$ cat src/rtl/mem_port_arbiter_pkg.sv
// Shared definitions for the IF/MEM memory-port arbiter: FSM and owner
// encodings, counter width and the default memory latency (also used by
// memory models that sit behind the arbiter).
package mem_port_arbiter_pkg;

  typedef enum logic [1:0] {
    IDLE = 2'd0,
    BUSY = 2'd1,
    DONE = 2'd2
  } arb_state_e;

  typedef enum logic [1:0] {
    OWN_NONE = 2'd0,
    OWN_IF   = 2'd1,
    OWN_MEM  = 2'd2
  } owner_e;

  localparam int MEM_LAT_DEFAULT = 2;
  localparam int CNT_W           = 4;

  // A latency is usable when it is non-zero and fits the down-counter.
  function automatic bit lat_legal(input int lat);
    return (lat >= 1) && (lat <= (2 ** CNT_W) - 1);
  endfunction

endpackage

$ cat src/rtl/mem_port_arbiter_if.sv
// Bundle of everything the arbiter exchanges with the pipeline and the
// single-port memory. The arbiter uses the slave modport; the pipeline /
// memory side (or a testbench) uses the master modport.
//
// Handshake: a requester raises *_req with a stable address (and store
// data) and keeps it high until the matching *_ready pulse, which lasts
// exactly one cycle and coincides with valid *_rdata. An IF request may
// also be withdrawn by if_flush. mem_en is a single-cycle strobe per
// access; mem_addr / mem_wdata stay stable until the access finishes.
interface mem_port_arbiter_if
  import mem_port_arbiter_pkg::*;
#(
  parameter int ADDR_W = 32,
  parameter int DATA_W = 32
);

  // instruction-fetch side
  logic              if_req;
  logic [ADDR_W-1:0] if_addr;
  logic              if_flush;
  logic              if_ready;
  logic [DATA_W-1:0] if_rdata;

  // data-memory side
  logic              dm_req;
  logic              dm_we;
  logic [ADDR_W-1:0] dm_addr;
  logic [DATA_W-1:0] dm_wdata;
  logic              dm_ready;
  logic [DATA_W-1:0] dm_rdata;

  // memory side
  logic              mem_en;
  logic              mem_we;
  logic [ADDR_W-1:0] mem_addr;
  logic [DATA_W-1:0] mem_wdata;
  logic [DATA_W-1:0] mem_rdata;

  // pipeline control and observability
  logic              stall_if;
  logic              stall_mem;
  logic              busy;
  arb_state_e        dbg_state;

  modport slave (
    input  if_req, if_addr, if_flush,
    output if_ready, if_rdata,
    input  dm_req, dm_we, dm_addr, dm_wdata,
    output dm_ready, dm_rdata,
    output mem_en, mem_we, mem_addr, mem_wdata,
    input  mem_rdata,
    output stall_if, stall_mem, busy, dbg_state
  );

  modport master (
    output if_req, if_addr, if_flush,
    input  if_ready, if_rdata,
    output dm_req, dm_we, dm_addr, dm_wdata,
    input  dm_ready, dm_rdata,
    input  mem_en, mem_we, mem_addr, mem_wdata,
    output mem_rdata,
    input  stall_if, stall_mem, busy, dbg_state
  );

endinterface

$ cat src/rtl/mem_port_arbiter_lat_counter.sv
// Loadable down-counter that times the fixed memory latency. It saturates
// at zero so an extra enable cycle can never wrap it around.
module lat_counter #(
  parameter int W = 4
) (
  input  logic         clk,
  input  logic         rst,
  input  logic         load,
  input  logic         en,
  input  logic [W-1:0] load_val,
  output logic [W-1:0] count,
  output logic         zero
);

  logic [W-1:0] cnt_q;

  // load has priority over decrement; reset returns to zero
  always_ff @(posedge clk) begin
    if (rst) begin
      cnt_q <= '0;
    end else if (load) begin
      cnt_q <= load_val;
    end else if (en && (cnt_q != '0)) begin
      cnt_q <= cnt_q - 1'b1;
    end
  end

  assign count = cnt_q;
  assign zero  = (cnt_q == '0);

endmodule

$ cat src/rtl/mem_port_arbiter.sv
// Serialises instruction fetches and data loads/stores onto one
// single-port synchronous memory. Data accesses win ties because they
// belong to the older instruction. Each access runs IDLE -> BUSY (latency
// wait) -> DONE (ready pulse), and the arbiter produces the freeze signals
// that stall the front end or the whole pipeline while a port waits.
module mem_port_arbiter
  import mem_port_arbiter_pkg::*;
#(
  parameter int ADDR_W  = 32,
  parameter int DATA_W  = 32,
  parameter int MEM_LAT = MEM_LAT_DEFAULT
) (
  input  logic                clk,
  input  logic                rst,
  mem_port_arbiter_if.slave   bus
);

  // A zero latency would leave no cycle for mem_en before the capture,
  // and anything above 15 does not fit the counter.
  if (!lat_legal(MEM_LAT)) begin : g_bad_mem_lat
    $error("mem_port_arbiter: MEM_LAT must be in 1..15");
  end

  localparam logic [CNT_W-1:0] LAT_LOAD = CNT_W'(MEM_LAT);

  arb_state_e        state_q, state_nxt;
  owner_e            owner_q;
  logic              cancel_q;
  logic              mem_we_q;
  logic [ADDR_W-1:0] mem_addr_q;
  logic [DATA_W-1:0] mem_wdata_q;
  logic [DATA_W-1:0] if_rdata_q;
  logic [DATA_W-1:0] dm_rdata_q;

  logic              cnt_load;
  logic              cnt_en;
  logic [CNT_W-1:0]  cnt;
  logic              cnt_zero;

  logic              grant_mem;
  logic              grant_if;
  logic              first_busy;
  logic              capture;

  // Grants only happen in IDLE; a fetch that is being flushed is not started.
  assign grant_mem  = (state_q == IDLE) && bus.dm_req;
  assign grant_if   = (state_q == IDLE) && !bus.dm_req && bus.if_req && !bus.if_flush;
  // The counter still holds its load value only in the first BUSY cycle.
  assign first_busy = (state_q == BUSY) && (cnt == LAT_LOAD);
  // Last BUSY cycle: mem_rdata is valid now.
  assign capture    = (state_q == BUSY) && cnt_zero;

  lat_counter #(
    .W (CNT_W)
  ) u_lat_counter (
    .clk      (clk),
    .rst      (rst),
    .load     (cnt_load),
    .en       (cnt_en),
    .load_val (LAT_LOAD),
    .count    (cnt),
    .zero     (cnt_zero)
  );

  // FSM state register
  always_ff @(posedge clk) begin
    if (rst) begin
      state_q <= IDLE;
    end else begin
      state_q <= state_nxt;
    end
  end

  // FSM next-state and counter control
  always_comb begin
    state_nxt = state_q;
    cnt_load  = 1'b0;
    cnt_en    = 1'b0;
    unique case (state_q)
      IDLE: begin
        if (grant_mem || grant_if) begin
          cnt_load  = 1'b1;
          state_nxt = BUSY;
        end
      end
      BUSY: begin
        cnt_en = 1'b1;
        if (cnt_zero) begin
          state_nxt = DONE;
        end
      end
      DONE: begin
        state_nxt = IDLE;
      end
      default: begin
        state_nxt = IDLE;
      end
    endcase
  end

  // Latch the granted request and remember who owns the access
  always_ff @(posedge clk) begin
    if (rst) begin
      owner_q     <= OWN_NONE;
      mem_we_q    <= 1'b0;
      mem_addr_q  <= '0;
      mem_wdata_q <= '0;
    end else if (grant_mem) begin
      owner_q     <= OWN_MEM;
      mem_we_q    <= bus.dm_we;
      mem_addr_q  <= bus.dm_addr;
      mem_wdata_q <= bus.dm_wdata;
    end else if (grant_if) begin
      owner_q     <= OWN_IF;
      mem_we_q    <= 1'b0;
      mem_addr_q  <= bus.if_addr;
      mem_wdata_q <= '0;
    end else if (state_q == DONE) begin
      owner_q     <= OWN_NONE;
    end
  end

  // A flush during a fetch marks the access as cancelled until DONE ends
  always_ff @(posedge clk) begin
    if (rst) begin
      cancel_q <= 1'b0;
    end else if (state_q == DONE) begin
      cancel_q <= 1'b0;
    end else if ((state_q == BUSY) && (owner_q == OWN_IF) && bus.if_flush) begin
      cancel_q <= 1'b1;
    end
  end

  // Capture read data into the owner's register; stores and cancelled
  // fetches leave the registers untouched
  always_ff @(posedge clk) begin
    if (rst) begin
      if_rdata_q <= '0;
      dm_rdata_q <= '0;
    end else if (capture) begin
      if ((owner_q == OWN_MEM) && !mem_we_q) begin
        dm_rdata_q <= bus.mem_rdata;
      end
      if ((owner_q == OWN_IF) && !cancel_q && !bus.if_flush) begin
        if_rdata_q <= bus.mem_rdata;
      end
    end
  end

  // Outputs: memory strobes, ready pulses and pipeline freezes
  always_comb begin
    bus.mem_en    = first_busy;
    bus.mem_we    = first_busy && mem_we_q;
    bus.mem_addr  = mem_addr_q;
    bus.mem_wdata = mem_wdata_q;
    bus.if_ready  = (state_q == DONE) && (owner_q == OWN_IF) && !cancel_q;
    bus.dm_ready  = (state_q == DONE) && (owner_q == OWN_MEM);
    bus.if_rdata  = if_rdata_q;
    bus.dm_rdata  = dm_rdata_q;
    bus.stall_if  = bus.if_req && !bus.if_ready;
    bus.stall_mem = bus.dm_req && !bus.dm_ready;
    bus.busy      = (state_q != IDLE);
    bus.dbg_state = state_q;
  end

endmodule

$ cat src/flat_wrapper.sv
// flat-port wrapper written by rule: the top's interface ports become plain ports
module mem_port_arbiter_flat import mem_port_arbiter_pkg::*;
#(
  parameter int ADDR_W  = 32,
  parameter int DATA_W  = 32,
  parameter int MEM_LAT = MEM_LAT_DEFAULT
)
  (clk, rst, bus_if_req, bus_if_addr, bus_if_flush, bus_if_ready, bus_if_rdata, bus_dm_req, bus_dm_we, bus_dm_addr, bus_dm_wdata, bus_dm_ready, bus_dm_rdata, bus_mem_en, bus_mem_we, bus_mem_addr, bus_mem_wdata, bus_mem_rdata, bus_stall_if, bus_stall_mem, bus_busy, bus_dbg_state);
  mem_port_arbiter_if #(.ADDR_W(ADDR_W), .DATA_W(DATA_W)) bus_i ();
  input  logic clk;
  input  logic rst;
  input wire logic [$bits(bus_i.if_req)-1:0] bus_if_req;
  input wire logic [$bits(bus_i.if_addr)-1:0] bus_if_addr;
  input wire logic [$bits(bus_i.if_flush)-1:0] bus_if_flush;
  output wire logic [$bits(bus_i.if_ready)-1:0] bus_if_ready;
  output wire logic [$bits(bus_i.if_rdata)-1:0] bus_if_rdata;
  input wire logic [$bits(bus_i.dm_req)-1:0] bus_dm_req;
  input wire logic [$bits(bus_i.dm_we)-1:0] bus_dm_we;
  input wire logic [$bits(bus_i.dm_addr)-1:0] bus_dm_addr;
  input wire logic [$bits(bus_i.dm_wdata)-1:0] bus_dm_wdata;
  output wire logic [$bits(bus_i.dm_ready)-1:0] bus_dm_ready;
  output wire logic [$bits(bus_i.dm_rdata)-1:0] bus_dm_rdata;
  output wire logic [$bits(bus_i.mem_en)-1:0] bus_mem_en;
  output wire logic [$bits(bus_i.mem_we)-1:0] bus_mem_we;
  output wire logic [$bits(bus_i.mem_addr)-1:0] bus_mem_addr;
  output wire logic [$bits(bus_i.mem_wdata)-1:0] bus_mem_wdata;
  input wire logic [$bits(bus_i.mem_rdata)-1:0] bus_mem_rdata;
  output wire logic [$bits(bus_i.stall_if)-1:0] bus_stall_if;
  output wire logic [$bits(bus_i.stall_mem)-1:0] bus_stall_mem;
  output wire logic [$bits(bus_i.busy)-1:0] bus_busy;
  output wire logic [$bits(bus_i.dbg_state)-1:0] bus_dbg_state;
  assign bus_i.if_req = bus_if_req;
  assign bus_i.if_addr = bus_if_addr;
  assign bus_i.if_flush = bus_if_flush;
  assign bus_if_ready = bus_i.if_ready;
  assign bus_if_rdata = bus_i.if_rdata;
  assign bus_i.dm_req = bus_dm_req;
  assign bus_i.dm_we = bus_dm_we;
  assign bus_i.dm_addr = bus_dm_addr;
  assign bus_i.dm_wdata = bus_dm_wdata;
  assign bus_dm_ready = bus_i.dm_ready;
  assign bus_dm_rdata = bus_i.dm_rdata;
  assign bus_mem_en = bus_i.mem_en;
  assign bus_mem_we = bus_i.mem_we;
  assign bus_mem_addr = bus_i.mem_addr;
  assign bus_mem_wdata = bus_i.mem_wdata;
  assign bus_i.mem_rdata = bus_mem_rdata;
  assign bus_stall_if = bus_i.stall_if;
  assign bus_stall_mem = bus_i.stall_mem;
  assign bus_busy = bus_i.busy;
  assign bus_dbg_state = bus_i.dbg_state;
  mem_port_arbiter #(.ADDR_W(ADDR_W), .DATA_W(DATA_W), .MEM_LAT(MEM_LAT)) u_core (.clk(clk), .rst(rst), .bus(bus_i));
endmodule
$ cat config.mk
export PLATFORM = sky130hd
export DESIGN_NAME = mem_port_arbiter_flat
export DESIGN_NICKNAME = d
export VERILOG_FILES = /design/src/rtl/mem_port_arbiter_pkg.sv /design/src/rtl/mem_port_arbiter_if.sv /design/src/rtl/mem_port_arbiter_lat_counter.sv /design/src/rtl/mem_port_arbiter.sv /design/src/flat_wrapper.sv
export SDC_FILE = /design/constraint.sdc
export NUM_CORES = 1
export LEC_CHECK = 0
export BUFFER_PORTS_ARGS = -buffer_cell sky130_fd_sc_hd__buf_2
export CAP_MARGIN = 20
export CORE_ASPECT_RATIO = 1.2
export CORE_MARGIN = 2
export CORE_UTILIZATION = 40
export DETAILED_ROUTE_END_ITERATION = 8
export PLACE_DENSITY_LB_ADDON = 0.25
export SKIP_CTS_REPAIR_TIMING = 1
export SYNTH_ARGS = -nofsm -noshare
export SYNTH_HDL_FRONTEND = slang
export SYNTH_HIERARCHICAL = 1
export SYNTH_SLANG_ARGS = --single-unit
$ cat constraint.sdc
create_clock -name clk -period 2.54 [get_ports clk]
set_input_delay 0.381 -clock clk [delete_from_list [all_inputs] [get_ports clk]]
set_output_delay 0.381 -clock clk [all_outputs]
set_load 0.02 [all_outputs]
==> metrics.yaml, run 1 <==
min_path:
  worstHoldPathCells: 2
  hold_path.class: "input port to flop"
  hp-start: "bus_dm_wdata[9]"
  hold_end: "u_core/bus.mem_wdata[9]"
placed_design:
  place_hpwl_um: 10500
  port-buffer-count: 270
  routabilityCongestion: 0.790
yosys:
  synth_ff_type: "dfxtp_1"
  yosysTopAreaCell: "dfxtp_1"
  ys_top_cells_by_area: "dfxtp_1 (52%), mux2i_1 (12%), nand2_1 (7.1%)"
  synthCells: 498
  syn_area_um2: 5310
  ys_ff_latch: 138
  yosys.area.top_type_share_pct: 52.1
  synth-seq-area-share_pct: 52.1
  ys_warn_count: 6
  async_reset_ff_share_pct: 0
  synth_cell_types: 43
  synth_edf_count: 0
  syn_avg_cell_area_um2: 10.7
timing:
  worst_slew_pin_slew_ps: 590
  fin_crit_ps: 2140
  fin_setup_tns_ps: 0
  hold_violations: 0
  setup_viol_count_final: 0
  fin_crit_sh_pct: 84.2
  relSlewSlack_pct: 60.7
  skew_ps: 9.06
  rsz0062_at_grt: "false"
  fmax_mhz: 468
  report.final.slew_viol_count: 0
finish:
  nNetsFinal: 897
  layout_common_cells: "buf_2 (270), dfxtp_1 (138), nand2_1 (100)"
  drive_above_1_share_pct: 41.8
  final_common_cell: "buf_2"
  area_growth_pct: 40.5
  diodes: 0
status:
  outcome: "completed"
route:
  vias_per_cell: 5.06
  drc_errors: 0
  vias: 4772
  finalWirelength_um: 14800
  drt_pass1_iterations: 4
  routedWlPerCell_um: 15.7
  drt_iter0_drc: 172
  final_antenna_net_count: 0
clocking:
  cts_max_level: 4
  cts_root_buf: "clkbuf_16"
  cts.sinks: 138
  cts_buffers: 17
  path_clk_slew_ps: 60
  cts_tree: "done"
  worstSkewPairLatency_ps: 410
  clockBufferDepth: 2
worst_setup_path:
  r2r-start: "u_core/u_lat_counter/count[1]"
  worstSetupPathType: "flop to output pin"
  reg2regPathDepth: 8
  r2r-end: "u_core/bus.if_rdata[26]"
  crit_required_ps: 2160
  arrival_ps: 1760
  start_kind: "flop"
  crit_start: "u_core/bus.dbg_state[0]"
  critPathCaptureType: "output pin"
  reg2reg_slack_ps: 420
  cp_max_fo: 10
floorplanning:
  rows: 46
  io_pins: 271
  initial_core_util_pct: 40.6
  die_h_um: 130
  core_area_um2: 13100
  die_w_um: 109
  design.die.area_um2: 14200
power:
  ir_drop_v: 0.000468
  power_density_nw_per_um2: 814
  finalPower_w: 0.00607
  leakagePower_nw: 3.67
global_routing:
  grt_first_pass_wirelength_um: 22500
  gr-usage-all-layers_pct: 20.1
  overflow: 0
  antenna_found_initial: 0
  grt_start_max_net_pins: 131
  grt_pass1_vias: 4728
job:
  cap_violations: 0
==> cell type report <==
| cell class | instances | area (um2) |
|---|---|---|
| Clock inverter | 12 | 188 |
| Sequential cell | 138 | 2760 |
| Timing Repair Buffer | 283 | 1490 |
| Inverter | 9 | 35.0 |
| Multi-Input combinational cell | 313 | 2320 |
| Tap cell | 168 | 210 |
| Clock buffer | 20 | 447 |
| Fill cell | 1128 | 5610 |
==> where the power goes <==
part	total (W)	switching [W]	internal (W)
clock	0.00264	0.000955	0.00169
sequential	0.00242	0.0000967	0.00233
combinational	0.00101	0.000593	0.000417
total	0.00607	0.00164	0.00443
==> worst max-delay path: stages, from the launching register on <==
cell,delay (ps)
dfxtp_1,470
nor2b_1,170
buf_4,180
and4b_1,230
and2_1,150
buf_2,160
==> cell usage after synthesis, types with 2 or more instances <==
master	count
nor3_2	2
nand2_1	100
dfxtp_1	138
mux2i_1	65
nor2b_1	3
clkbuf_1	22
buf_4	3
o221a_2	3
buf_2	9
a22o_1	34
nor3_1	2
conb_1	2
o221a_1	29
nand4_1	2
a21oi_1	3
a311oi_1	2
inv_1	8
nor2_1	11
buf_6	5
o31a_1	32
==> cells by family (layout without fill, tap and decap cells) <==
| family | Yosys count | in the layout | share of synthesized area (%) |
|---|---|---|---|
| DFF | 138 | 138 | 52.1 |
| and+or+nand+nor | 132 | 132 | 10.9 |
| AOI/OAI and AO/OA | 111 | 111 | 19.8 |
| muxes | 65 | 65 | 12.3 |
| buffers and inverters | 49 | 324 | 4.60 |
| other | 2 | 4 | 0.141 |
| adders and majority gates | 1 | 1 | 0.236 |
==> registers in the layout, summed over array words and instances, names as in the netlist <==
signal,count
u_core/owner_q,2
u_core/bus.if_rdata,32
u_core/bus.dbg_state,2
u_core/bus.mem_addr,32
u_core/bus.mem_wdata,32
u_core/cancel_q,1
u_core/bus.dm_rdata,32
u_core/mem_we_q,1
u_core/u_lat_counter/count,4
==> worst max-delay path by stage <==
stage	end	slack, ps	cells past startpoint
2_1_floorplan	bus_mem_we	480	3
3_3_place_gp	u_core/bus.dm_rdata[27]	520	8
3_5_place_dp	u_core/bus.if_rdata[2]	430	8
4_1_cts	bus_stall_mem	370	4
5_1_grt	u_core/bus.if_rdata[28]	280	8
6_report	bus_mem_we	400	5
==> routing by layer <==
layer  global-route usage [%]  up-vias  share of wire, %
met3                     5.94       22               6.8
met1                     23.5     2237                42
li1                         -     2337                 -
met5                        0        -                 0
met2                     34.2      176                50
met4                     8.37        0               1.9
==> per-stage QoR <==
step | setup slack (ps) | instance area [um2] | hold slack, ps | utilization [%] | cells
after global routing | 276 | 7460 | 170 | 57.1 | 943
final | 402 | 7460 | 186 | 57.1 | 943
after detailed placement | 434 | 6800 | 447 | 52.0 | 910
after floorplan | 479 | 5320 | 421 | - | 500
after global placement | 515 | 6800 | 434 | 52.0 | 910
after CTS | 375 | 7430 | 165 | 56.9 | 942
Note: power is estimated with default switching activity, not from simulation.
==> run 2, diff against run 1 <==
--- a/config.mk
+++ b/config.mk
@@ -5,6 +5,7 @@
 export SDC_FILE = /design/constraint.sdc
 export NUM_CORES = 1
 export LEC_CHECK = 0
+export ABC_AREA = 1
 export BUFFER_PORTS_ARGS = -buffer_cell sky130_fd_sc_hd__buf_2
 export CAP_MARGIN = 20
 export CORE_ASPECT_RATIO = 1.2
==> constraint.sdc (replaced) <==
create_clock -name clk -period 1.97 [get_ports clk]
set_input_delay 0.2955 -clock clk [delete_from_list [all_inputs] [get_ports clk]]
set_output_delay 0.2955 -clock clk [all_outputs]
set_load 0.02 [all_outputs]
==> run 2 against run 1 <==
Combinational power grew 85%; cell area increased by 9.0%; first-iteration DRC count grew 130%; largest cell class unchanged; area after synthesis up 13%; final cell count is 47% higher; clock-buffer cell count is 1 higher; global-route usage rose by 0.15 points; worst setup slack got worse by 270 ps; largest power group unchanged; register-to-register slack got worse by 140 ps.
==> metrics.yaml, run 2 <==
status:
  outcome: "completed"  # unchanged
floorplanning:
  die_w_um: 116  # was 109 um
  io_pins: 271  # unchanged
  die_h_um: 138  # was 130 um
  initial_core_util_pct: 41.2  # was 40.6%
  core_area_um2: 14500  # was 13100 um2
  design.die.area_um2: 16000  # was 14200 um2
  rows: 48  # was 46
route:
  vias: 6163  # was 4772
  drt_iter0_drc: 396  # was 172
  finalWirelength_um: 16600  # was 14800 um
  vias_per_cell: 4.45  # was 5.06
  routedWlPerCell_um: 12.0  # was 15.7 um
  drt_pass1_iterations: 6  # was 4
  final_antenna_net_count: 0  # unchanged
  drc_errors: 0  # unchanged
global_routing:
  grt_pass1_vias: 5396  # was 4728
  antenna_found_initial: 1  # was 0
  gr-usage-all-layers_pct: 20.3  # was 20.1%
  grt_start_max_net_pins: 99  # was 131
  overflow: 0  # unchanged
  grt_first_pass_wirelength_um: 25900  # was 22500 um
placed_design:
  routabilityCongestion: 0.855  # was 0.790
  place_area_um2: 7520  # was 6800 um2
  port-buffer-count: 270  # unchanged
  pre_cts_slack_ps: 324  # was 434 ps
  place_hpwl_um: 12000  # was 10500 um
  place_inst: 1353  # was 910
timing:
  fin_crit_ps: 1840
  report.final.slew_viol_count: 0  # unchanged
  worst_slew_pin_slew_ps: 559  # was 590 ps
  rsz0062_at_grt: "false"  # unchanged
  setup_viol_count_final: 0  # unchanged
  worst_slack_ps: 134  # was 402 ps
  relSlewSlack_pct: 62.7  # was 60.7%
  skew_ps: 7.14  # was 9.06 ps
  hold_violations: 0  # unchanged
  fin_crit_sh_pct: 93.2
  fmax_mhz: 545
clocking:
  cts_tree: "done"  # unchanged
  cts_root_buf: "clkbuf_16"  # unchanged
  cts_max_level: 4  # unchanged
  cts.sinks: 138  # unchanged
  path_clk_slew_ps: 60  # about the same
  worstSkewPairLatency_ps: 410  # about the same
  cts_buffers: 17  # unchanged
  clockBufferDepth: 2  # unchanged
finish:
  nNetsFinal: 1307  # was 897
  area_growth_pct: 35.9  # was 40.5%
  fillers: 1511  # was 1128
  final_common_cell: "nand2_1"  # was buf_2
  fin_cells: 1385  # was 943
  layout_common_cells: "nand2_1 (305), buf_2 (270), nor2_1 (206)"  # was buf_2 (270), dfxtp_1 (138), nand2_1 (100)
  finish.utilization_pct: 55.9  # was 57.1%
  diodes: 0  # unchanged
  drive_above_1_share_pct: 27.9  # was 41.8%
  fin_area_um2: 8130  # was 7460 um2
power:
  leakagePower_nw: 4.36  # was 3.67 nW
  ir_drop_v: 0.000587  # was 0.000468 V
  power_density_nw_per_um2: 1010  # was 814 nW/um2
  finalPower_w: 0.00822  # was 0.00607 W
yosys:
  async_reset_ff_share_pct: 0  # unchanged
  synth_ff_type: "dfxtp_1"  # unchanged
  synth-seq-area-share_pct: 46.2  # was 52.1%
  ys_ff_latch: 138  # unchanged
  yosysTopAreaCell: "dfxtp_1"  # unchanged
  synthCells: 921  # was 498
  synth.most_common_cell: "nand2_1"  # was dfxtp_1
  syn_avg_cell_area_um2: 6.50  # was 10.7 um2
  syn_area_um2: 5980  # was 5310 um2
  ys_warn_count: 6  # unchanged
  ys_top_cells_by_area: "dfxtp_1 (46%), nand2_1 (19%), nor2_1 (13%)"  # was dfxtp_1 (52%), mux2i_1 (12%), nand2_1 (7.1%)
  yosys.area.top_type_share_pct: 46.2  # was 52.1%
  synth_cell_types: 28  # was 43
  synth_edf_count: 0  # unchanged
  yosys-top-cells-count: "nand2_1 (305), nor2_1 (208), dfxtp_1 (138)"  # was dfxtp_1 (138), nand2_1 (100), mux2i_1 (65)
worst_setup_path:
  r2r-end: "u_core/bus.dm_rdata[24]"  # was u_core/bus.if_rdata[26]
  reg2regPathDepth: 10  # was 8
  r2r-start: "u_core/u_lat_counter/count[0]"  # was u_core/u_lat_counter/count[1]
  cp_max_fo: 5  # was 10
  reg2reg_slack_ps: 280  # was 420 ps
  worstSetupPathType: "flop to output pin"  # unchanged
  crit_required_ps: 1670  # was 2160 ps
  arrival_ps: 1540  # was 1760 ps
  crit_start: "u_core/bus.dbg_state[1]"  # was u_core/bus.dbg_state[0]
  critPathCaptureType: "output pin"  # unchanged
  start_kind: "flop"  # unchanged
min_path:
  hold_path.class: "input port to flop"  # unchanged
  hold_end: "u_core/bus.mem_wdata[8]"  # was u_core/bus.mem_wdata[9]
  worstHoldPathCells: 3  # was 2
  hp-start: "bus_dm_wdata[8]"  # was bus_dm_wdata[9]
job:
  cap_violations: 0  # unchanged
[run 2: how the worst max path moves through the flow]
stage	endpoint	slack, ps	cells after the start
after floorplan	bus_stall_mem	160	3
after global placement	u_core/bus.dm_rdata[26]	360	10
after detailed placement	u_core/bus.dm_rdata[27]	320	10
after CTS	bus_dm_ready	-30	3
after global routing	bus_dm_ready	50	3
final	bus_stall_mem	130	4
[run 2: cells by family (layout without fill, tap and decap cells)]
logic type	Yosys count	after routing	synth area share, %
AND/OR/NAND/NOR	598	598	40.1
other	2	4	0.126
buffers and inverters	137	399	9.45
XOR/XNOR	1	1	0.146
flip-flops	138	138	46.2
adder cells (fa/ha/maj)	1	1	0.209
AO/OA/AOI/OAI	44	44	3.83
[run 2: per-stage QoR]
| step | setup TNS (ps) | hold WS (ps) |
|---|---|---|
| floorplan | 0 | 358 |
| global placement | 0 | 446 |
| detailed placement | 0 | 450 |
| CTS | -49.5 | 113 |
| global route | 0 | 124 |
| finish | 0 | 133 |
[run 2: critical path: stages, from the launching register on]
cell and delay (ps):
dfxtp_1 480, nand2_1 200, nor3_2 220, nor2_1 70
buf_2 170
[run 2: per-layer routing]
layer / track usage (%) / vias to the layer above / wire, um
met5: 0 / - / 13
met4: 7.14 / 2 / 238
met3: 6.12 / 19 / 1240
met2: 33.5 / 220 / 8000
met1: 25.1 / 2641 / 7070
li1: - / 3281 / -
[run 2: final cells by class]
class                   count  area (um2)  area share (%)
flip-flops and latches    138        2760            34.0
inverters                  85         320            3.94
clock inverters            11         145            1.79
well taps                 200         250            3.08
repair buffers            282        1520            18.7
clock buffers              21         450            5.54
multi-input cells         648        2680            33.0
[run 2: report_power, final]
part	leakage (nW)	total (W)	switching, W	internal (W)
combinational	2.95	0.00187	0.00123	0.000639
sequential	1.13	0.00316	0.000127	0.00303
clock	0.283	0.00319	0.00117	0.00202
